## config.mk

```make
export PLATFORM = sky130hd
export DESIGN_NAME = seq_divider
export DESIGN_NICKNAME = d
export VERILOG_FILES = /design/src/rtl/seq_divider_pkg.sv /design/src/rtl/seq_divider_div_step.sv /design/src/rtl/seq_divider.sv
export SDC_FILE = /design/constraint.sdc
export NUM_CORES = 1
export LEC_CHECK = 0
export ABC_CLOCK_PERIOD_IN_PS = 5900
export CAP_MARGIN = 5
export CELL_PAD_IN_SITES_DETAIL_PLACEMENT = 2
export CELL_PAD_IN_SITES_GLOBAL_PLACEMENT = 2
export CORE_MARGIN = 3
export CORE_UTILIZATION = 25
export DETAILED_ROUTE_END_ITERATION = 7
export PLACE_DENSITY_LB_ADDON = 0.08
export SYNTH_ARGS = -nofsm -noshare
export SYNTH_HDL_FRONTEND = slang
export SYNTH_SLANG_ARGS = --single-unit
```

## constraint.sdc

```tcl
create_clock -name clk -period 5.9 [get_ports clk]
set_clock_uncertainty 0.2 [all_clocks]
set_input_delay 1.77 -clock clk [delete_from_list [all_inputs] [get_ports clk]]
set_output_delay 1.77 -clock clk [all_outputs]
set_load 0.01 [all_outputs]
```

## src/rtl/seq_divider_pkg.sv

```systemverilog
// Shared widths, counter sizing and state encoding for the sequential divider.
package seq_divider_pkg;

    localparam int DVD_W_DEF = 8;
    localparam int DVS_W_DEF = 4;
    localparam int CNT_W     = $clog2(DVD_W_DEF) + 1;

    typedef enum logic [1:0] {
        IDLE = 2'd0,
        RUN  = 2'd1,
        DONE = 2'd2
    } state_t;

endpackage

```

## src/rtl/seq_divider_div_step.sv

```systemverilog
// One restoring-division step: shift in a dividend bit, trial-subtract the divisor.
module div_step
    import seq_divider_pkg::*;
#(
    parameter int DVS_W = DVS_W_DEF
) (
    input  logic [DVS_W:0]   r,
    input  logic             bit_in,
    input  logic [DVS_W-1:0] divisor,
    output logic [DVS_W:0]   r_next,
    output logic             q_bit
);

    logic [DVS_W:0] t;
    logic           r_msb_unused;

    // r < divisor always holds on entry, so its top bit is zero and drops out of t.
    assign r_msb_unused = r[DVS_W];

    always_comb begin
        t      = {r[DVS_W-1:0], bit_in};
        q_bit  = (t >= {1'b0, divisor});
        r_next = q_bit ? (t - {1'b0, divisor}) : t;
    end

endmodule

```

## src/rtl/seq_divider.sv

```systemverilog
// Iterative restoring unsigned divider, one quotient bit per clock, start/done handshake.
//
// state | meaning
// IDLE  | ready for a new request; outputs hold the last result
// RUN   | one restoring step per edge until all dividend bits are consumed
// DONE  | single-cycle done pulse; results valid from this cycle
module seq_divider
    import seq_divider_pkg::*;
#(
    parameter int DVD_W = DVD_W_DEF,
    parameter int DVS_W = DVS_W_DEF
) (
    input  logic             clk,
    input  logic             rst_n,
    input  logic             start,
    input  logic [DVD_W-1:0] dividend,
    input  logic [DVS_W-1:0] divisor,
    output logic             ready,
    output logic             done,
    output logic [DVD_W-1:0] quotient,
    output logic [DVS_W-1:0] remainder,
    output logic             div_by_zero
);

    // Never narrower than the package default, widened if DVD_W is overridden.
    localparam int CW = ($clog2(DVD_W) + 1 > CNT_W) ? $clog2(DVD_W) + 1 : CNT_W;

    state_t           state, next_state;
    logic [DVD_W-1:0] dvd_sh;
    logic [DVS_W-1:0] dvs_hold;
    logic [DVS_W:0]   r, r_next;
    logic [DVD_W-1:0] q_work;
    logic [CW-1:0]    count;
    logic             q_bit;
    logic             last_step;

    div_step #(.DVS_W(DVS_W)) u_step (
        .r       (r),
        .bit_in  (dvd_sh[DVD_W-1]),
        .divisor (dvs_hold),
        .r_next  (r_next),
        .q_bit   (q_bit)
    );

    assign last_step = (count == CW'(DVD_W - 1));
    assign ready     = (state == IDLE);
    assign done      = (state == DONE);

    always_ff @(posedge clk or negedge rst_n) begin
        if (!rst_n) begin
            state <= IDLE;
        end else begin
            state <= next_state;
        end
    end

    always_comb begin
        next_state = state;
        case (state)
            IDLE: begin
                if (start) begin
                    next_state = (divisor == '0) ? DONE : RUN;
                end
            end
            RUN: begin
                if (last_step) begin
                    next_state = DONE;
                end
            end
            DONE:    next_state = IDLE;
            default: next_state = IDLE;
        endcase
    end

    always_ff @(posedge clk or negedge rst_n) begin
        if (!rst_n) begin
            dvd_sh      <= '0;
            dvs_hold    <= '0;
            r           <= '0;
            q_work      <= '0;
            count       <= '0;
            quotient    <= '0;
            remainder   <= '0;
            div_by_zero <= 1'b0;
        end else begin
            case (state)
                IDLE: begin
                    if (start) begin
                        if (divisor != '0) begin
                            dvd_sh   <= dividend;
                            dvs_hold <= divisor;
                            r        <= '0;
                            q_work   <= '0;
                            count    <= '0;
                        end else begin
                            quotient    <= '1;
                            remainder   <= '0;
                            div_by_zero <= 1'b1;
                        end
                    end
                end
                RUN: begin
                    dvd_sh <= dvd_sh << 1;
                    r      <= r_next;
                    q_work <= {q_work[DVD_W-2:0], q_bit};
                    count  <= count + CW'(1);
                    // Outputs change only here, so they never show a partial result.
                    if (last_step) begin
                        quotient    <= {q_work[DVD_W-2:0], q_bit};
                        remainder   <= r_next[DVS_W-1:0];
                        div_by_zero <= 1'b0;
                    end
                end
                default: ;
            endcase
        end
    end

endmodule

```

==> impl_metrics.json, run 1 <==
{
  "status": "completed",
  "final_nets": 228,
  "yosysWarnings": 0,
  "mappedNetlistArea_sq_um": 1890,
  "first_global_vias": 1635,
  "portBuffers": 29,
  "cp_data_arrival_time_ns": 1.53,
  "synth.area.top_cells": "dfrtp_1 56%, nand2_1 6.2%, a22o_1 4.2%",
  "die_height_um": 93.0,
  "vias": 1442,
  "start_kind": "register",
  "root_buffer": "clkbuf_8",
  "post_cts_buffers": 0,
  "die_w_um": 93.0,
  "cpPeakStageDelay_ns": 0.56,
  "p_sw_mw": 0.561,
  "h-tree-depth": 2,
  "setup_violations": 0,
  "ys_seq_area_share_pct": 55.6,
  "hpwlAfterDp_mm": 3.65,
  "holdWs_ns": 0.299,
  "slowest_stage": "clkdlybuf4s50_1",
  "fmax_mhz": 286,
  "layout-drive-gt1-share_pct": 8.70,
  "ir_drop_mv": 0.176,
  "hold_end": "quotient[5]",
  "whs_path_depth": 1,
  "cp-end-kind": "primary output",
  "final.period_utilization_pct": 59.3,
  "hold_start": "quotient[5]",
  "reg2reg_from": "r[1]",
  "ys_types": 38,
  "combPwrFrac_pct": 48.0,
  "area_growth_pct": 26.0,
  "p_per_area_nw_per_um2": 598,
  "drt-vias-per-instance": 4.71,
  "worst_pin_slew_ns": 0.971,
  "row_count": 31,
  "reg2reg_to": "r[1]",
  "cts_resized": 0,
  "grt_start_max_net_pins": 43,
  "finalSetupTns_ns": 0,
  "netlist_instances": 176,
  "final_max_slew_viol_count": 0,
  "critPathMaxFanout": 7,
  "synth.ff_latch_count": 42,
  "hold_buffers": 0,
  "grt-ovfl-total": 0,
  "drc": 0,
  "drtIter0Drc": 37,
  "post-route-min-period_ns": 3.50,
  "synthArstFlopShare_pct": 100,
  "synth_nets": 197,
  "cp.required_ns": 3.93,
  "grtUsageTotal_pct": 12.9,
  "rsz0062_at_grt": "false",
  "clockBufferDepth": 2,
  "routed_wl_mm": 5.09,
  "synth_edf_count": 0,
  "antenna_found_initial": 0,
  "ios": 30,
  "r2r_setup_slack_ns": 3.47,
  "worstSkewPairLatency_ns": 0.29,
  "start_util_pct": 25.9,
  "avgSynthCellArea_sq_um": 10.7,
  "cts.sinks": 42,
  "netSwitchingFraction_pct": 39.4,
  "hp-class": "register to register",
  "diodes": 0,
  "dominantRegCellSynth": "dfrtp_1",
  "dieArea_sq_um": 8640,
  "power_mw": 1.42,
  "cts_tree": "built",
  "cts_buffers": 5,
  "wl_per_cell_um": 16.6,
  "core_sq_um": 7290,
  "gp_congestion": 0.714,
  "p_leak_nw": 1.01,
  "seqPwrFrac_pct": 35.6,
  "critical_path_class": "register to primary output",
  "maxCapViolCount": 0,
  "drtPass1Iterations": 2,
  "path_cells": "nor2b_1 -> clkdlybuf4s50_1",
  "ant_nets": 0,
  "clkPwrFrac_pct": 16.4,
  "internal_power_mw": 0.862,
  "path_clk_slew_ns": 0.08,
  "yosysTopAreaCellShare_pct": 55.6,
  "yosys.area.top_type": "dfrtp_1",
  "hold_violations": 0,
  "r2r_cells": 6,
  "grt_pass1_wl_mm": 8.58,
  "slew-limit-headroom_pct": 35.3
}
[synthesized netlist by cell type (3+ instances only)]
master and n:
inv_1 11, nand2_1 31, dfrtp_1 42, o22a_1 7
o21ai_0 8, ha_1 5, a22o_1 9, nor2_1 15
o22ai_1 4, a31oi_1 7, buf_2 3
[worst max path at each step]
| stage | start | endpoint | slack, ns | cells after the start |
|---|---|---|---|---|
| finish | state[1] | done | 2.40 | 2 |
| global route | divisor[1] | count[3] | 2.28 | 7 |
| CTS | state[1] | done | 2.38 | 2 |
| detailed placement | divisor[1] | count[3] | 2.07 | 7 |
| global placement | divisor[1] | count[3] | 2.22 | 7 |
| floorplan | divisor[1] | count[3] | 2.85 | 5 |
[final cells by class]
class,instances,area [sq um]
Fill cell,850,4910
Sequential cell,42,1050
Multi-Input combinational cell,116,753
Timing Repair Buffer,31,300
Tap cell,99,124
Clock buffer,6,82.6
Inverter,11,41.3
Clock inverter,1,30.0
[state kept, by name, summed over array words and instances (netlist names)]
signal / count
dvd_sh: 8
quotient: 8
q_work: 7
count: 4
dvs_hold: 4
r: 4
remainder: 4
state: 2
div_by_zero: 1
[power groups by stage]
stage / registers, mW / clock network (mW) / logic, mW
after floorplan: 0.506 / 0 / 0.448
after global placement: 0.510 / 0 / 0.674
after detailed placement: 0.516 / 0 / 0.701
after CTS: 0.511 / 0.245 / 0.708
after global routing: 0.528 / 0.259 / 0.779
final: 0.507 / 0.234 / 0.683
[placed cells by master, fill, tap and decap left out, types with 2 or more instances in the layout]
| cell | instances |
|---|---|
| clkdlybuf4s50_1 | 28 |
| ha_1 | 5 |
| o22a_1 | 7 |
| inv_1 | 11 |
| nor2_1 | 15 |
| a31oi_1 | 7 |
| nand4_1 | 2 |
| nand2_1 | 31 |
| xor2_1 | 2 |
| a21oi_1 | 2 |
| dfrtp_1 | 42 |
| nor2b_1 | 2 |
| buf_4 | 2 |
| o21ai_0 | 8 |
| clkbuf_8 | 6 |
| mux2_2 | 2 |
| a22o_1 | 9 |
| o22ai_1 | 4 |
[stage by stage]
stage / utilization [%] / setup slack, ns / cell area [sq um] / instances
floorplan: - / 2.85 / 1890 / 176
global placement: 31.1 / 2.22 / 2270 / 299
detailed placement: 31.1 / 2.07 / 2270 / 299
CTS: 32.7 / 2.38 / 2380 / 306
global route: 32.7 / 2.28 / 2380 / 306
finish: 32.7 / 2.40 / 2380 / 306
[critical path: cells and delay by family (launching register included)]
kind	cells	cell delay, ns
buffers and inverters	1	0.56
AND/OR/NAND/NOR	1	0.21
flip-flops	1	0.47
[logic make-up after synthesis]
group | share of synthesized area [%]
compound gates | 18.8
mux | 1.72
fa+ha+maj | 4.37
flops | 55.6
buf+inv | 4.57
simple gates | 13.6
xor+xnor | 1.39
[routing by layer]
layer	track usage (%)	share of wire, %
met5	0	0
met4	4.40	1.0
met3	3.33	1.9
met2	20.8	50
met1	16.9	48
(Power assumes the default switching activity.)
==> inputs of run 2 (changes only) <==
- ABC_CLOCK_PERIOD_IN_PS: 5900 -> 3500
- clock period: 5.9 -> 3.5 ns (I/O delays scaled with it)
==> run 2 against run 1 <==
Die area unchanged. Cell area barely moved. Utilization about the same. Hold slack worse by 0.0024 ns. First-iteration DRC count is the same. Clock power increased by 67%. Critical path depth stayed put. Combinational power is 68% higher. Via count about the same. Worst setup slack got worse by 1.7 ns. Count of clock-buffer cells in the layout is 1 lower. Register-to-register slack got worse by 2.4 ns. Largest cell class unchanged.
==> impl_metrics.json, run 2 (synthesis gave the netlist of run 1 again) <==
{
  "setup_violations": 0,
  "hp-class": "register to register",
  "final_area_sq_um": 2380,
  "path_cells": "nor2_1 -> clkdlybuf4s50_1",
  "seqPwrFrac_pct": 35.7,
  "root_buffer": "clkbuf_8",
  "worstSkewPairLatency_ns": 0.29,
  "placed_area_sq_um": 2270,
  "grt_pass1_wl_mm": 8.45,
  "ir_drop_mv": 0.234,
  "final_cell_mix": "42 x dfrtp_1, 31 x nand2_1, 28 x clkdlybuf4s50_1, 15 x nor2_1, 11 x inv_1",
  "maxCapViolCount": 0,
  "clockBufferDepth": 2,
  "holdWs_ns": 0.296,
  "fmax_mhz": 360,
  "core_sq_um": 7290,
  "ant_nets": 0,
  "start_kind": "register",
  "portBuffers": 29,
  "critical_path_class": "register to primary output",
  "hpwlAfterDp_mm": 3.75,
  "critPathMaxFanout": 5,
  "final.period_utilization_pct": 79.3,
  "dieArea_sq_um": 8640,
  "ios": 30,
  "post-route-min-period_ns": 2.78,
  "dp_cells": 299,
  "antenna_found_initial": 0,
  "finalSetupTns_ns": 0,
  "post_cts_buffers": 0,
  "drtPass1Iterations": 3,
  "regArea_sq_um": 1050,
  "die_height_um": 93.0,
  "highest_layer": "met4",
  "cp-end-kind": "primary output",
  "whs_path_depth": 1,
  "internal_power_mw": 1.44,
  "dp_slack_ns": 0.463,
  "routed_wl_mm": 5.03,
  "gp_congestion": 0.740,
  "drtIter0Drc": 37,
  "grt-ovfl-total": 0,
  "reg_top3": "dvd_sh: 8 flops, quotient: 8 flops, q_work: 7 flops",
  "final_nets": 228,
  "status": "completed",
  "cts.sinks": 42,
  "start_util_pct": 25.9,
  "final.fill_count": 831,
  "r2r_cells": 6,
  "path_clk_slew_ns": 0.09,
  "slew-limit-headroom_pct": 35.3,
  "cts_buffers": 5,
  "combPwrFrac_pct": 48.0,
  "cp_data_arrival_time_ns": 1.53,
  "layout-drive-gt1-share_pct": 9.13,
  "path_buf_inv": 1,
  "p_per_area_nw_per_um2": 1010,
  "h-tree-depth": 2,
  "clkPwrFrac_pct": 16.2,
  "first_global_vias": 1624,
  "slowest_stage": "clkdlybuf4s50_1",
  "stdcell_count": 307,
  "drt-met1-wl_mm": 2.24,
  "grt_start_max_net_pins": 43,
  "die_w_um": 93.0,
  "diodes": 0,
  "p_sw_mw": 0.964,
  "cts_tree": "built",
  "hold_buffers": 0,
  "final_common_cell": "dfrtp_1",
  "netSwitchingFraction_pct": 40.2,
  "wl_met3_um": 88,
  "setup_slack_ns": 0.725,
  "worst_pin_slew_ns": 0.971,
  "vias": 1441,
  "grtUsageTotal_pct": 12.6,
  "rsz0062_at_grt": "false",
  "wl_per_cell_um": 16.4,
  "area_growth_pct": 26.1,
  "multi_input_area_sq_um": 753,
  "drt-vias-per-instance": 4.69,
  "p_leak_nw": 1.00,
  "critical-path-top-delay-family": "buffers and inverters",
  "cp.required_ns": 2.25,
  "wl_met2_mm": 2.64,
  "final_max_slew_viol_count": 0,
  "row_count": 31,
  "cts_resized": 0,
  "drc": 0,
  "crit_cells": 2,
  "hold_violations": 0,
  "cpPeakStageDelay_ns": 0.57
}
==> run 2: layout make-up <==
type / instances / area share [%]
clock inverter: 3 / 1.89
clock buffer: 5 / 2.89
timing repair buffer: 31 / 12.6
sequential: 42 / 44.1
inverter: 11 / 1.73
tap: 99 / 5.20
multi-input combinational: 116 / 31.6
==> run 2: power groups by stage <==
| stage | registers, mW | clock network, mW | logic [mW] |
|---|---|---|---|
| floorplan | 0.853 | 0 | 0.755 |
| global placement | 0.856 | 0 | 1.12 |
| detailed placement | 0.872 | 0 | 1.18 |
| CTS | 0.865 | 0.409 | 1.19 |
| global route | 0.892 | 0.430 | 1.30 |
| finish | 0.857 | 0.390 | 1.15 |
==> run 2: worst paths after layout <==
check | start | to | slack (ns)
setup / recovery | state[0] | ready | 0.72
hold / removal | quotient[5] | quotient[5] | 0.30
setup reg to reg | r[1] | r[0] | 1.05
hold reg to reg | quotient[5] | quotient[5] | 0.30
max in group asynchronous | rst_n | dvd_sh[3] | 1.79
min in group asynchronous | rst_n | dvd_sh[6] | 0.70
==> run 2: per-layer routing <==
metal / GRT usage, % / vias up
met3: 2.68 / 5
met2: 21.5 / 11
met5: 0 / -
li1: - / 675
met4: 4.03 / 0
met1: 16.0 / 750
==> run 2: metrics by stage <==
stage / power (mW) / utilization, %
floorplan: 1.61 / -
global route: 2.62 / 32.7
detailed placement: 2.05 / 31.1
global placement: 1.98 / 31.1
CTS: 2.46 / 32.7
finish: 2.40 / 32.7
